[src/rtl/mem_stage.sv]
// rtl/mem_stage.sv - memory-access pipeline stage: load capture, alignment, hold buffer, WB/ID forwarding
module mem_stage #(
    parameter int ES_TO_MS_BUS_WD = 94,
    parameter int MS_TO_WS_BUS_WD = 84
) (
    input  logic                       clk,
    input  logic                       resetn,
    input  logic                       ws_allowin,
    output logic                       ms_allowin,
    input  logic                       es_to_ms_valid,
    input  logic [ES_TO_MS_BUS_WD-1:0] es_to_ms_bus,
    input  logic                       ms_flush,
    output logic                       ms_to_ws_valid,
    output logic [MS_TO_WS_BUS_WD-1:0] ms_to_ws_bus,
    output logic [9:0]                 stall_ms_bus,
    output logic [32:0]                forward_ms_bus,
    input  logic [31:0]                data_sram_rdata
);

    logic                       r_ms_valid;
    logic                       r_first_cyc;
    logic                       r_rbuf_valid;
    logic [31:0]                r_rbuf;
    logic [ES_TO_MS_BUS_WD-1:0] r_ms_bus;

    logic [31:0] w_pc;
    logic [31:0] w_alu_result;
    logic [4:0]  w_dest;
    logic        w_gr_we;
    logic [6:0]  w_inst_load;
    logic        w_res_from_mem;
    logic [7:0]  w_cp0_addr;
    logic        w_res_from_cp0;
    logic        w_cp0_wen;
    logic        w_eret_flush;
    logic        w_unused_ld_extd_op;

    assign w_pc                = r_ms_bus[31:0];
    assign w_alu_result        = r_ms_bus[63:32];
    assign w_dest              = r_ms_bus[68:64];
    assign w_gr_we             = r_ms_bus[69];
    assign w_unused_ld_extd_op = ^r_ms_bus[74:70];
    assign w_inst_load         = r_ms_bus[81:75];
    assign w_res_from_mem      = r_ms_bus[82];
    assign w_cp0_addr          = r_ms_bus[90:83];
    assign w_res_from_cp0      = r_ms_bus[91];
    assign w_cp0_wen           = r_ms_bus[92];
    assign w_eret_flush        = r_ms_bus[93];

    logic w_ms_ready_go;
    logic w_accept;
    logic w_leave;
    logic w_hold_capture;

    assign w_ms_ready_go  = 1'b1;
    assign ms_allowin     = !r_ms_valid || (w_ms_ready_go && ws_allowin);
    assign ms_to_ws_valid = r_ms_valid && w_ms_ready_go && !ms_flush;
    assign w_accept       = es_to_ms_valid && ms_allowin;
    assign w_leave        = ms_to_ws_valid && ws_allowin;
    // SRAM data is only presented in the first MEM cycle; keep it if WB stalls us.
    assign w_hold_capture = r_first_cyc && r_ms_valid && w_res_from_mem && !ws_allowin;

    always_ff @(posedge clk) begin
        if (!resetn) begin
            r_ms_valid  <= 1'b0;
            r_first_cyc <= 1'b0;
        end else if (ms_flush) begin
            r_ms_valid  <= 1'b0;
            r_first_cyc <= 1'b0;
        end else if (ms_allowin) begin
            r_ms_valid  <= es_to_ms_valid;
            r_first_cyc <= es_to_ms_valid;
        end else begin
            r_first_cyc <= 1'b0;
        end
    end

    always_ff @(posedge clk) begin
        if (!resetn) begin
            r_ms_bus <= '0;
        end else if (w_accept) begin
            r_ms_bus <= es_to_ms_bus;
        end
    end

    always_ff @(posedge clk) begin
        if (!resetn) begin
            r_rbuf_valid <= 1'b0;
            r_rbuf       <= 32'h0;
        end else if (ms_flush || w_leave) begin
            r_rbuf_valid <= 1'b0;
        end else if (w_hold_capture) begin
            r_rbuf_valid <= 1'b1;
            r_rbuf       <= data_sram_rdata;
        end
    end

    logic [31:0] w_ld_data;
    logic [1:0]  w_addr_lo;
    logic [7:0]  w_byte;
    logic [15:0] w_half;
    logic [31:0] w_lwl_data;
    logic [31:0] w_lwr_data;
    logic [3:0]  w_lwl_wstrb;
    logic [3:0]  w_lwr_wstrb;
    logic [31:0] w_load_result;
    logic [3:0]  w_load_wstrb;

    assign w_ld_data = r_rbuf_valid ? r_rbuf : data_sram_rdata;
    assign w_addr_lo = w_alu_result[1:0];

    always_comb begin
        w_byte      = w_ld_data[7:0];
        w_lwl_data  = w_ld_data;
        w_lwr_data  = w_ld_data;
        w_lwl_wstrb = 4'b1111;
        w_lwr_wstrb = 4'b1111;
        case (w_addr_lo)
            2'd0: begin
                w_byte      = w_ld_data[7:0];
                w_lwl_data  = {w_ld_data[7:0], 24'h0};
                w_lwr_data  = w_ld_data;
                w_lwl_wstrb = 4'b1000;
                w_lwr_wstrb = 4'b1111;
            end
            2'd1: begin
                w_byte      = w_ld_data[15:8];
                w_lwl_data  = {w_ld_data[15:0], 16'h0};
                w_lwr_data  = {8'h0, w_ld_data[31:8]};
                w_lwl_wstrb = 4'b1100;
                w_lwr_wstrb = 4'b0111;
            end
            2'd2: begin
                w_byte      = w_ld_data[23:16];
                w_lwl_data  = {w_ld_data[23:0], 8'h0};
                w_lwr_data  = {16'h0, w_ld_data[31:16]};
                w_lwl_wstrb = 4'b1110;
                w_lwr_wstrb = 4'b0011;
            end
            default: begin
                w_byte      = w_ld_data[31:24];
                w_lwl_data  = w_ld_data;
                w_lwr_data  = {24'h0, w_ld_data[31:24]};
                w_lwl_wstrb = 4'b1111;
                w_lwr_wstrb = 4'b0001;
            end
        endcase
    end

    // Halfword select ignores a[0]; misaligned halfwords never reach this stage.
    assign w_half = w_addr_lo[1] ? w_ld_data[31:16] : w_ld_data[15:0];

    always_comb begin
        w_load_result = w_ld_data;
        w_load_wstrb  = 4'b1111;
        if (w_inst_load[1]) begin
            w_load_result = {{24{w_byte[7]}}, w_byte};
        end else if (w_inst_load[2]) begin
            w_load_result = {24'h0, w_byte};
        end else if (w_inst_load[3]) begin
            w_load_result = {{16{w_half[15]}}, w_half};
        end else if (w_inst_load[4]) begin
            w_load_result = {16'h0, w_half};
        end else if (w_inst_load[5]) begin
            w_load_result = w_lwl_data;
            w_load_wstrb  = w_lwl_wstrb;
        end else if (w_inst_load[6]) begin
            w_load_result = w_lwr_data;
            w_load_wstrb  = w_lwr_wstrb;
        end
    end

    logic [31:0] w_final_result;
    logic [3:0]  w_rf_wstrb;
    logic        w_fwd_valid;

    assign w_final_result = w_res_from_mem ? w_load_result : w_alu_result;
    assign w_rf_wstrb     = (w_res_from_mem ? w_load_wstrb : 4'b1111) & {4{w_gr_we}};
    // Partial lwl/lwr results need the old register value merged in WB, so they are not forwarded.
    assign w_fwd_valid    = r_ms_valid && !w_res_from_cp0 && !w_inst_load[5] && !w_inst_load[6];

    assign ms_to_ws_bus   = {w_eret_flush, w_cp0_wen, w_res_from_cp0, w_cp0_addr,
                             w_rf_wstrb, w_dest, w_final_result, w_pc};
    assign stall_ms_bus   = {{5{r_ms_valid && w_gr_we}}, w_dest};
    assign forward_ms_bus = {w_fwd_valid, w_final_result};

endmodule

[config.mk]
export PLATFORM = sky130hd
export DESIGN_NAME = mem_stage
export DESIGN_NICKNAME = d
export VERILOG_FILES = /design/src/rtl/mem_stage.sv
export SDC_FILE = /design/constraint.sdc
export NUM_CORES = 1
export LEC_CHECK = 0
export ABC_AREA = 1
export BUFFER_PORTS_ARGS = -buffer_cell sky130_fd_sc_hd__buf_2
export CAP_MARGIN = 40
export CORE_MARGIN = 1
export CORE_UTILIZATION = 55
export CTS_BUF_LIST = sky130_fd_sc_hd__clkbuf_16
export CTS_CLUSTER_SIZE = 40
export DETAILED_ROUTE_END_ITERATION = 8
export GPL_TIMING_DRIVEN = 0
export PLACE_DENSITY = 0.86
export SKIP_CTS_REPAIR_TIMING = 1
export SYNTH_ARGS = -nofsm -noshare
export SYNTH_HDL_FRONTEND = slang
export SYNTH_SLANG_ARGS = --single-unit
[constraint.sdc]
create_clock -name clk -period 4.7 [get_ports clk]
set_input_delay 0.235 -clock clk [delete_from_list [all_inputs] [get_ports clk]]
set_output_delay 0.235 -clock clk [all_outputs]
set_load 0.01 [all_outputs]
[Word level (Yosys, flattened, before mapping)]
Cells that the tools add are included.
Word-level totals
  output and inout bits: 129
  bits in registers: 129
  logic and storage cells: 55
  input port bits: 131
Cells by class
  mux-type cells: 21
  eq/ne operators: 2
  bitwise gates (word level): 4
  reduce and logical (&&, ||, !) cells: 23
Operators by type and width (number)
  32-bit 2-to-1 mux: 8
  32-bit one-hot mux with 3 select lines: 2
  4-bit 2-to-1 mux: 7
  8-bit one-hot mux with 3 select lines: 1
  16-bit 2-to-1 mux: 1
  4-bit one-hot mux with 3 select lines: 1
  1-bit logical AND: 10
  3-bit one-hot mux with 3 select lines: 1
  1-bit logical NOT: 6
  4-bit AND: 1
  2-bit OR reduction: 2
  1-bit inverter: 3
  3-bit OR reduction: 1
  2-bit by 1-bit == test with 1-bit output (second input constant): 1
  2-bit == test (second input constant): 1
  2-bit logical NOT: 1
  1-bit logical OR: 2
  2-bit AND reduction: 1

[Longest topological paths before layout]
  word-level depth: 10
  gate-level depth with buffers: 14
  mapped depth without buffers: 12

[Least setup slack after synthesis]
OpenSTA, ideal clock, no wires.
  path type: register -> output
  start: register r_ms_bus[32]
  end: output port ms_to_ws_bus[63]
  data required time: 4.465 ns
  path slack: 2.835 ns
  cell stages (with the launch flop): 14
  arrival: 1.630 ns
  cell sequence: dfxtp_1 > buf_4 > nor2_8 > inv_2 > nand2_4 > inv_1 > nor2_4 > nand2_1 > nand2_1 > nand2_1 > nand2_1 > nand2_1 > a21oi_1 > buf_4
Between the ends
  word-level cells in the longest chain between the ends: 9
  elaborated cells on any way between the ends: 13
RTL lines
  start, declared: line 24  | logic [ES_TO_MS_BUS_WD-1:0] r_ms_bus;
  start signal, assigned: line 82  | r_ms_bus <= es_to_ms_bus;
  2-bit == test (tied with other cells): line 118  | case (w_addr_lo)
  32-bit one-hot mux with 3 select lines: line 118
  32-bit 2-to-1 mux: line 167  | end else if (w_inst_load[6]) begin
  32-bit 2-to-1 mux: line 164  | end else if (w_inst_load[5]) begin
  32-bit 2-to-1 mux: line 162  | end else if (w_inst_load[4]) begin
  32-bit 2-to-1 mux: line 160  | end else if (w_inst_load[3]) begin
  32-bit 2-to-1 mux: line 158  | end else if (w_inst_load[2]) begin
  32-bit 2-to-1 mux (*): line 156  | if (w_inst_load[1]) begin
  32-bit 2-to-1 mux (*): line 177  | assign w_final_result = w_res_from_mem ? w_load_result : w_alu_result;
  end, declared: line 14  | output logic [MS_TO_WS_BUS_WD-1:0] ms_to_ws_bus,
Mark *: on every way between the ends. The rest lies on a longest branch, timed or not.

[Worst setup path after layout]
  start: register r_ms_bus[81]
  end: output port ms_to_ws_bus[36]
Between the ends
  word-level cells in the longest chain between the ends: 7
RTL lines (line)
  32-bit 2-to-1 mux: 167
  32-bit 2-to-1 mux: 164
  32-bit 2-to-1 mux: 162
  32-bit 2-to-1 mux: 160
  32-bit 2-to-1 mux: 158
  32-bit 2-to-1 mux: 156
  32-bit 2-to-1 mux: 177
Every way passes these cells.

==> results.md <==
- Slew Limit Fails: 0
- Net Sw Frac: 0.3304
- Crit Path Class: flip-flop to primary output
- Worst-skew pair later-pin latency: 0.42 ns
- Vias per cell: 5.468
- Hold Crit Depth: 3
- Pin count of the biggest net entering global routing: 17
- Hold Vio Cnt, Final: 0
- Port Buffers: 252
- Worst Path Arrival: 2.71 ns
- Vias: 9236
- R2R depth: 7
- Fmax: 0.3400 GHz
- Avg Cell Area, Syn: 6.290 sq um
- Share of layout cells above drive strength 1: 0.2968
- Sequential power share: 0.340
- Fin crit share: 0.6258
- Post-Syn Area: 7730 sq um
- Setup total negative slack: 0 ns
- Antenna-violating nets left: 0
- Crit-path max FO: 9
- Cell taking the most area after synthesis: dfxtp_1
- Placed cells: 1657
- Top_reg_cell synth: dfxtp_1
- Non-Filler Instances: 1689
- Setup ws final: 1.759 ns
- Commonest non-fill, non-tap cell in the layout: nand2_1
- Critical path endpoint category: primary output
- Die Area: 14530 sq um
- Clk pwr share: 0.391
- Relative max-transition margin: 0.5112
- Worst hold path type: primary input to flip-flop
- Num CTS Buffers: 17
- Post-synthesis cell type count: 37
- CTS sink cnt: 123
- Commonest cells after routing, fill and taps aside: nand2_1 (311), buf_2 (263), nor2_1 (201), o21ai_0 (146), dfxtp_1 (123)
- Crit path from: r_ms_bus[81]
- Tot GR Track Use: 0.3954
- RSZ-0062 raised after global routing: false
- Root Buffer: clkbuf_16
- R2R Path End: r_ms_bus[78]
- CP required: 4.47 ns
- Area contributors post-synth: dfxtp_1 (32%), nand2_1 (15%), nor2_1 (9.8%), o21ai_0 (9.5%), buf_4 (9.4%)
- Drt pass-1 iters: 7
- Die height: 120.6 microns
- Final Power: 3.339 mW
- Syn nets: 1360
- Num rows: 42
- H-tree depth: 4
- Wire per inst: 16.81 microns
- Post-synth EDFFs: 0
- Global route overflow: 0
- Maximum vdd drop: 0.2867 mV
- DRT iter0 DRCs: 973
- Status: finished clean
- Setup slack at placement: 2.303 ns
- P_sw: 1.103 mW
- Post-Synthesis Cells: 1229
- Clock slew at reported path FFs: 0.06 ns
- Routed wire length: 28.39 mm
- DRC viols: 0
- CP startpoint kind: flip-flop
- Combinational share of power: 0.269
- # IOs: 260
- Ys Warns: 0
- FF-to-FF Start: r_ms_valid
- Dpl hpwl: 21.66 mm
- Asr flop ratio synth: 0
- Core Box Area: 13450 sq um
- Seq/Total Area, Yosys: 0.3185
- Final Net Count: 1631
- Setup Viol. Count Final: 0
- Final core utilization: 0.7275
- Power density cells: 341.2 nW/um^2
- Worst reg-to-reg setup slack: 2.84 ns
- Crit path time final: 2.941 ns
- Layout Skew: 0.005399 ns
- Die Wd: 120.6 microns
- TritonCTS clock tree: yes
- Initial antenna violation count: 0
- Gpl congestion: 1.004
- Synthesis-stage register bit count: 123
- LEAKAGE: 5.030 nW
- Layout area overhead: 26.61%
- First-pass GRT wire length: 44.39 mm
- Int Power: 2.236 mW
- # diodes: 0
- Clock Path Buffers: 2
- Vias in the first global route: 8859
- Starting Density: 0.5746
- Post-synth top area share: 0.3185
- Max-cap viol count: 0
- Critical Path Sink: ms_to_ws_bus[36]
- Worst Tran Pin Value: 0.7331 ns
-- critical path, stage by stage (launching register included) --
cell,delay (ns)
dfxtp_1,0.44
inv_1,0.16
nor2_2,0.43
inv_1,0.16
o21ai_2,0.23
o21ai_0,0.15
nand2_1,0.08
nand3_1,0.08
nand2_1,0.19
nand2_1,0.11
buf_4,0.14
buf_2,0.13
-- cell families after synthesis --
logic type / count (synthesis) / synth area share
AND/OR/NAND/NOR: 612 / 0.3281
flip-flops: 123 / 0.3185
AO/OA/AOI/OAI: 248 / 0.1782
buffers and inverters: 246 / 0.1751
-- per-stage QoR --
step	hold slack, ns	area [sq um]
final	0.03209	9787
after global routing	0.03076	9787
after CTS	0.02697	9787
after detailed placement	0.4361	9211
after global placement	0.4314	9211
after floorplan	0.3466	7730
-- how the worst min path moves through the flow --
stage | startpoint | end | slack, ns
after global placement | r_rbuf[25] | r_rbuf[25] | 0.43
after floorplan | ws_allowin | r_rbuf_valid | 0.35
after detailed placement | r_rbuf[23] | r_rbuf[23] | 0.44
after CTS | es_to_ms_bus[10] | r_ms_bus[10] | 0.03
final | es_to_ms_bus[17] | r_ms_bus[17] | 0.03
after global routing | es_to_ms_bus[27] | r_ms_bus[27] | 0.03
-- synth_stat cells (2+ instances only) --
master / n
buf_2: 11
inv_1: 69
a21oi_2: 21
nand3_1: 63
nand4_1: 14
nand2_2: 7
clkinv_1: 3
nor2_2: 4
nor2_4: 3
a21oi_1: 58
o211ai_1: 7
buf_6: 7
inv_2: 10
a21oi_4: 2
o21ai_0: 146
buf_4: 97
nand2_1: 311
a31oi_1: 3
o21ai_1: 6
nor2_1: 201
dfxtp_1: 123
clkbuf_1: 48
-- state kept, by name (all words and copies together) (netlist names) --
register,cells
r_ms_bus,88
r_rbuf,32
r_first_cyc,1
r_ms_valid,1
r_rbuf_valid,1
-- power by group through the flow --
stage	logic [mW]	clock network [mW]	registers (mW)
3_3_place_gp	0.862	0	1.15
6_report	0.897	1.31	1.14
5_1_grt	0.976	1.35	1.14
2_1_floorplan	0.565	0	1.15
3_5_place_dp	0.871	0	1.16
4_1_cts	0.880	1.30	1.13
-- area by class of cell --
class	count	area (sq um)
clock buffer	17	425.4
clock inverter	15	150.1
timing repair buffer	252	1261
tap	176	220.2
multi-input combinational	860	3914
inverter	82	307.8
sequential	123	2462
fill	1154	3666
buffer	164	1046
-- layer usage --
layer	up-vias	wire length, microns	track usage
met5	-	0	0
met2	539	13420	0.6580
met4	0	869	0.1667
met3	84	2606	0.07123
li1	4383	-	-
met1	4230	11490	0.5015
Note: power is estimated with default switching activity, not from simulation.
